--- config.mk ---
export PLATFORM = sky130hd
export DESIGN_NAME = pwm_ramp_sequencer
export DESIGN_NICKNAME = d
export VERILOG_FILES = /design/src/rtl/pwm_ramp_sequencer_pkg.sv /design/src/rtl/pwm_ramp_sequencer_divider.sv /design/src/rtl/pwm_ramp_sequencer.sv
export SDC_FILE = /design/constraint.sdc
export NUM_CORES = 1
export LEC_CHECK = 0
export CAP_MARGIN = 20
export CORE_MARGIN = 2
export CORE_UTILIZATION = 55
export DETAILED_ROUTE_END_ITERATION = 6
export PLACE_DENSITY = 0.8
export SETUP_SLACK_MARGIN = 0.05
export SYNTH_ARGS = -nofsm -noshare
export SYNTH_HDL_FRONTEND = slang
export SYNTH_SLANG_ARGS = --single-unit
--- constraint.sdc ---
create_clock -name i_clk -period 2.6 [get_ports i_clk]
set_input_delay 0.52 -clock i_clk [delete_from_list [all_inputs] [get_ports i_clk]]
set_output_delay 0.52 -clock i_clk [all_outputs]
set_load 0.01 [all_outputs]
--- src/rtl/pwm_ramp_sequencer_pkg.sv ---
// Shared encodings for the PWM ramp sequencer: ramp modes, sequencer FSM states
// and ramp direction.
package pwm_ramp_sequencer_pkg;

  typedef enum logic [1:0] {
    MODE_HOLD     = 2'd0,
    MODE_SAW      = 2'd1,
    MODE_TRIANGLE = 2'd2,
    MODE_ONESHOT  = 2'd3
  } pwm_mode_e;

  typedef enum logic [2:0] {
    ST_STARTUP   = 3'd0,
    ST_LOAD_INIT = 3'd1,
    ST_RUN       = 3'd2,
    ST_SEND      = 3'd3,
    ST_DONE      = 3'd4
  } seq_state_e;

  typedef enum logic {
    DIR_UP   = 1'b0,
    DIR_DOWN = 1'b1
  } ramp_dir_e;

endpackage

--- src/rtl/pwm_ramp_sequencer_divider.sv ---
// Strobe divider: counts i_strobe pulses while enabled and emits a 1-clock
// o_tick on every DIV-th counted strobe.
module pwm_event_divider #(
  parameter int DIV = 4
) (
  input  logic i_clk,
  input  logic i_reset,
  input  logic i_enable,
  input  logic i_clear,
  input  logic i_strobe,
  output logic o_tick
);

  localparam int CW = (DIV > 1) ? $clog2(DIV) : 1;
  localparam logic [CW-1:0] LAST = CW'(DIV - 1);

  logic [CW-1:0] count;

  // Combinational so the sequencer can react on the same edge as the final strobe.
  assign o_tick = i_enable && i_strobe && (count == LAST);

  always_ff @(posedge i_clk or posedge i_reset) begin
    if (i_reset) begin
      count <= '0;
    end else if (i_clear || o_tick) begin
      count <= '0;
    end else if (i_enable && i_strobe) begin
      count <= count + CW'(1);
    end
  end

endmodule

--- src/rtl/pwm_ramp_sequencer.sv ---
// Drives the PWM core's top/compare load interface with a stepped duty ramp
// (sawtooth, triangle, or one-shot fade-in) using a valid/ready handshake.
module pwm_ramp_sequencer
  import pwm_ramp_sequencer_pkg::*;
#(
  parameter int TOP_WIDTH     = 8,
  parameter int CMP_WIDTH     = 9,
  parameter int TOP_VALUE     = 255,
  parameter int STEP          = 1,
  parameter int HOLD_PERIODS  = 4,
  parameter int STARTUP_DELAY = 4
) (
  input  logic                 i_clk,
  input  logic                 i_reset,
  input  logic                 i_enable,
  input  logic [1:0]           i_mode,
  input  logic                 i_period_end,
  input  logic                 i_ready,
  output logic [TOP_WIDTH-1:0] o_top,
  output logic                 o_top_valid,
  output logic [CMP_WIDTH-1:0] o_compare,
  output logic                 o_compare_valid,
  output logic                 o_done
);

  // One extra bit so c+STEP can exceed MAX without wrapping.
  localparam int EXT_W = CMP_WIDTH + 1;
  localparam logic [EXT_W-1:0]     MAX_EXT  = EXT_W'(TOP_VALUE + 1);
  localparam logic [EXT_W-1:0]     STEP_EXT = EXT_W'(STEP);
  localparam logic [CMP_WIDTH-1:0] MAX_CMP  = CMP_WIDTH'(TOP_VALUE + 1);
  localparam logic [CMP_WIDTH-1:0] STEP_CMP = CMP_WIDTH'(STEP);
  localparam int DLY_W = (STARTUP_DELAY > 1) ? $clog2(STARTUP_DELAY) : 1;
  localparam logic [DLY_W-1:0] DLY_LAST = DLY_W'(STARTUP_DELAY - 1);

  seq_state_e state, state_n;
  ramp_dir_e  dir, dir_n;
  logic [CMP_WIDTH-1:0] compare, compare_n;
  logic       top_valid, top_valid_n;
  logic       cmp_valid, cmp_valid_n;
  logic       done, done_n;
  logic       final_pending, final_pending_n;
  logic [DLY_W-1:0] delay_cnt, delay_cnt_n;

  pwm_mode_e mode;
  logic      tick;
  logic      div_enable;
  logic      div_clear;

  logic [EXT_W-1:0]     sum;
  logic [CMP_WIDTH-1:0] step_value;
  ramp_dir_e            step_dir;
  logic                 step_final;

  assign mode       = pwm_mode_e'(i_mode);
  assign div_enable = i_enable && (state == ST_RUN);
  assign div_clear  = (state == ST_STARTUP) || (state == ST_LOAD_INIT);

  pwm_event_divider #(
    .DIV (HOLD_PERIODS)
  ) u_divider (
    .i_clk    (i_clk),
    .i_reset  (i_reset),
    .i_enable (div_enable),
    .i_clear  (div_clear),
    .i_strobe (i_period_end),
    .o_tick   (tick)
  );

  assign sum = {1'b0, compare} + STEP_EXT;

  // Next compare value; direction defaults to UP so non-triangle modes reset it.
  always_comb begin
    step_value = compare;
    step_dir   = DIR_UP;
    step_final = 1'b0;
    case (mode)
      MODE_SAW: begin
        step_value = (sum > MAX_EXT) ? '0 : sum[CMP_WIDTH-1:0];
      end
      MODE_TRIANGLE: begin
        if (dir == DIR_UP) begin
          if (sum >= MAX_EXT) begin
            step_value = MAX_CMP;
            step_dir   = DIR_DOWN;
          end else begin
            step_value = sum[CMP_WIDTH-1:0];
            step_dir   = DIR_UP;
          end
        end else begin
          if (compare <= STEP_CMP) begin
            step_value = '0;
            step_dir   = DIR_UP;
          end else begin
            step_value = compare - STEP_CMP;
            step_dir   = DIR_DOWN;
          end
        end
      end
      MODE_ONESHOT: begin
        if (sum >= MAX_EXT) begin
          step_value = MAX_CMP;
          step_final = 1'b1;
        end else begin
          step_value = sum[CMP_WIDTH-1:0];
        end
      end
      default: begin
        step_value = compare;
      end
    endcase
  end

  always_comb begin
    state_n         = state;
    dir_n           = dir;
    compare_n       = compare;
    top_valid_n     = top_valid;
    cmp_valid_n     = cmp_valid;
    done_n          = done;
    final_pending_n = final_pending;
    delay_cnt_n     = delay_cnt;
    case (state)
      ST_STARTUP: begin
        if (delay_cnt == DLY_LAST) begin
          state_n     = ST_LOAD_INIT;
          top_valid_n = 1'b1;
          cmp_valid_n = 1'b1;
          compare_n   = '0;
        end else begin
          delay_cnt_n = delay_cnt + DLY_W'(1);
        end
      end
      ST_LOAD_INIT: begin
        if (i_ready) begin
          top_valid_n = 1'b0;
          cmp_valid_n = 1'b0;
          state_n     = ST_RUN;
        end
      end
      ST_RUN: begin
        if (mode != MODE_TRIANGLE) begin
          dir_n = DIR_UP;
        end
        // HOLD mode lets the divider tick but never produces a step.
        if (tick && (mode != MODE_HOLD)) begin
          compare_n       = step_value;
          dir_n           = step_dir;
          final_pending_n = step_final;
          cmp_valid_n     = 1'b1;
          state_n         = ST_SEND;
        end
      end
      ST_SEND: begin
        if (i_ready) begin
          cmp_valid_n = 1'b0;
          if (final_pending) begin
            state_n = ST_DONE;
            done_n  = 1'b1;
          end else begin
            state_n = ST_RUN;
          end
        end
      end
      ST_DONE: begin
        done_n = 1'b1;
      end
      default: begin
        state_n = ST_STARTUP;
      end
    endcase
  end

  always_ff @(posedge i_clk or posedge i_reset) begin
    if (i_reset) begin
      state         <= ST_STARTUP;
      dir           <= DIR_UP;
      compare       <= '0;
      top_valid     <= 1'b0;
      cmp_valid     <= 1'b0;
      done          <= 1'b0;
      final_pending <= 1'b0;
      delay_cnt     <= '0;
    end else begin
      state         <= state_n;
      dir           <= dir_n;
      compare       <= compare_n;
      top_valid     <= top_valid_n;
      cmp_valid     <= cmp_valid_n;
      done          <= done_n;
      final_pending <= final_pending_n;
      delay_cnt     <= delay_cnt_n;
    end
  end

  assign o_top           = TOP_WIDTH'(TOP_VALUE);
  assign o_top_valid     = top_valid;
  assign o_compare       = compare;
  assign o_compare_valid = cmp_valid;
  assign o_done          = done;

endmodule

==> implementation parameters <==
Parameter                              Value

Run status
  Run status    complete, no violations

Pwr
  LEAKAGE    0.8253 nW
  PwrDens    608.0 nW/um^2
  Maximum VDD drop    521.1 uV

Placement
  Number of buffers inserted by port buffering    18
  Half-perimeter wire length after detailed placement    3416 um
  Post-placement setup slack    0.2493 ns
  Placed standard-cell area    2046 um^2
  Instance count after placement with tap cells included    286
  GPL Wtd Cong    0.9419

Route
  Routed wire length    4733 um
  Iter 0 DRT Violations    168
  Via-per-instance ratio    6.245
  Total vias in the final route    1,811
  Average wire per cell in the routed design    16.32 um
  DRC viols    0
  Final ANT Viol Nets    0
  Pre-Repair DR Iteration Count    4

Yosys
  Ys flop type    dfrtp_1
  Cell type with the highest aggregate area in the netlist    dfrtp_1
  Synth top area share    0.2828
  Count of flip-flops with a built-in enable after synthesis    0
  Seq/Total Area, Yosys    0.2828
  Number of synthesized register bits    21
  Syn Std Cell Area    1858 um^2
  Count of cell types in the netlist    57
  Count of synthesis-stage warnings from yosys    0
  Post-synthesis instance total    231
  Top area cells in the synthesized netlist    dfrtp_1 28%, nand2_1 4.6%, o21ai_0 4.3%
  Average instance area after synthesis    8.043 um^2
  Fraction of registers with async set/reset    1.000

Worst setup path
  Req. time, crit path    2.83 ns
  Buf/Inv on CP    0
  CP Launch Type    flop
  Worst path top cell family by delay    simple AND/OR/NAND/NOR gates
  Largest fanout of any net on the critical path    15
  Data arrival time of the worst path    2.47 ns
  Setup crit end kind    flop
  Worst-path cell chain    nand3_1, or4_4, a221oi_4, o31ai_2, o31ai_1
  Crit Path Category    reg -> reg
  CP max stage cell    dfrtp_1
  Slowest cell delay on critical path    0.69 ns

GRT
  Initial antenna violation count    0
  Global router's overall resource usage    0.2624
  Largest net degree at the start of global routing    22
  Wire length of the first global-routing pass    8155 um
  Via count of the first global-routing pass    1,687
  Sum of overflow across all layers after global routing    0

Floorplan
  Cell row count    21
  Core box area    3284 um^2
  Initial core utilization    0.5657
  Top-Level Pins    27
  Width of the chip    62.12 um
  Full die area    3859 um^2
  Chip Height    62.12 um

Layout
  Area growth, synth to finish    11.99%
  Finished Cell Area    2081 um^2
  Non-filler instance count after layout    290
  Final core utilization    0.6335
  Number of diodes added for antenna fixing    0
  Ratio of cells with drive above 1 in the final layout    0.09836
  Post-layout net count    257

Timing
  Final number of max-transition violations    0
  Unrepaired setup endpoints after global routing    no
  Worst relative slew slack    0.4233
  Number of hold-slack violations in the final timing report    0
  Final period utilization    0.8592
  Slew at the pin closest to its max-slew limit    0.8641 ns
  Setup violations, final    0
  Minimum clock period after layout    2.234 ns
  Max Clk Rate    447.7 MHz
  Worst Clk Skew    0.01586 ns
  Final setup margin    0.3661 ns
  Setup TNS after final layout    0 ns

CTS
  Sink Count    21
  Clock tree from TritonCTS    built
  Clk Tree Root Cell    clkbuf_4
  Skew-Pair Late Insertion Delay    0.33 ns
  H-tree depth reported by CTS    1
  Count of buffers added by post-CTS timing repair for setup    0
  CTS buffer count    3
  Max Buffers Root-to-Sink    2
  Clock-pin slew on the worst setup and hold paths    0.14 ns

Min path
  Hold/Removal Path Class    reg -> reg

Job
  Maxcap violations    0
-- repair_timing --
action,in CTS,in global routing
setup endpoints to repair,0,1
hold buffers,0,0
gates resized for setup,0,1
-- Yosys cell counts, types with 4 or more instances --
| cell | count |
|---|---|
| a21oi_1 | 11 |
| a31oi_1 | 4 |
| a32oi_1 | 5 |
| and2_1 | 4 |
| and3_1 | 4 |
| buf_2 | 7 |
| buf_4 | 10 |
| clkbuf_1 | 8 |
| dfrtp_1 | 21 |
| ha_1 | 5 |
| inv_1 | 8 |
| nand2_1 | 23 |
| nand2b_1 | 4 |
| nand3_1 | 5 |
| nand4_1 | 4 |
| nor2_1 | 19 |
| nor2b_1 | 6 |
| nor3_1 | 5 |
| o21ai_0 | 16 |
| xnor2_1 | 5 |
-- layout make-up --
class	instances	area (um^2)
clock buffers	3	22.52
clock inverters	1	7.507
fillers	290	1204
inverters	8	30.03
multi-input cells	183	1182
flip-flops and latches	21	525.5
well taps	46	57.56
repair buffers	28	255.2
-- metrics by stage --
| stage | power [mW] | hold slack (ns) |
|---|---|---|
| 6_report | 1.265 | 0.4919 |
| 3_3_place_gp | 1.073 | 0.4560 |
| 3_5_place_dp | 1.089 | 0.4688 |
| 2_1_floorplan | 0.9376 | 0.4480 |
| 5_1_grt | 1.380 | 0.5103 |
| 4_1_cts | 1.264 | 0.4928 |
-- path summary, 6_finish.rpt --
check                                        to  depth (start not counted)  slack (ns)    startpoint
max in group asynchronous       o_compare_valid                          2        1.40       i_reset
worst min-delay path               delay_cnt[0]                          1        0.49  delay_cnt[0]
min in group asynchronous          o_compare[7]                          2        0.65       i_reset
worst max register to register     o_compare[0]                          5        0.37  o_compare[3]
worst max-delay path               o_compare[0]                          5        0.37  o_compare[3]
worst min register to register     delay_cnt[0]                          1        0.49  delay_cnt[0]
-- worst register-to-register path, stage by stage, from the launching register on --
cell      delay (ns)
dfrtp_1         0.69
nand3_1         0.18
or4_4           0.55
a221oi_4        0.32
o31ai_2         0.14
o31ai_1         0.25
-- cell families after synthesis --
kind of cell,share of synthesized area
AND/OR/NAND/NOR,0.2720
AO/OA/AOI/OAI,0.2613
buffers and inverters,0.09764
flip-flops,0.2828
XOR/XNOR,0.03300
adder cells (fa/ha/maj),0.03367
multiplexers,0.01751
other,0.002018
-- sequential cells by signal, summed over array words and instances, names as in the netlist --
signal and count:
state 3, o_compare 9, o_done 1, o_top_valid 1
dir 1, u_divider.count 2, final_pending 1, o_compare_valid 1
delay_cnt 2
-- placed cells by master (no fill, tap or decap), types with 6 or more instances in the layout --
master           Yosys  layout
nor2_1              19      19
inv_1                8       8
buf_4               10      10
dfrtp_1             21      21
conb_1               1       8
nor2b_1              6       6
a21oi_1             11      11
nand2_1             23      23
o21ai_0             16      16
clkdlybuf4s50_1      0      18
-- power by group --
part | total [mW] | switching, mW | internal [mW]
clock | 0.175 | 0.116 | 0.0589
combinational | 0.625 | 0.341 | 0.285
sequential | 0.465 | 0.0728 | 0.392
-- routing by layer --
metal	vias to the layer above	wire length (um)	global-route usage
met3	12	474	0.03080
met5	-	0	0
met1	834	1822	0.3368
met4	0	133	0.1278
met2	107	2302	0.4402
li1	858	-	-
Note: power is estimated with default switching activity, not from simulation.
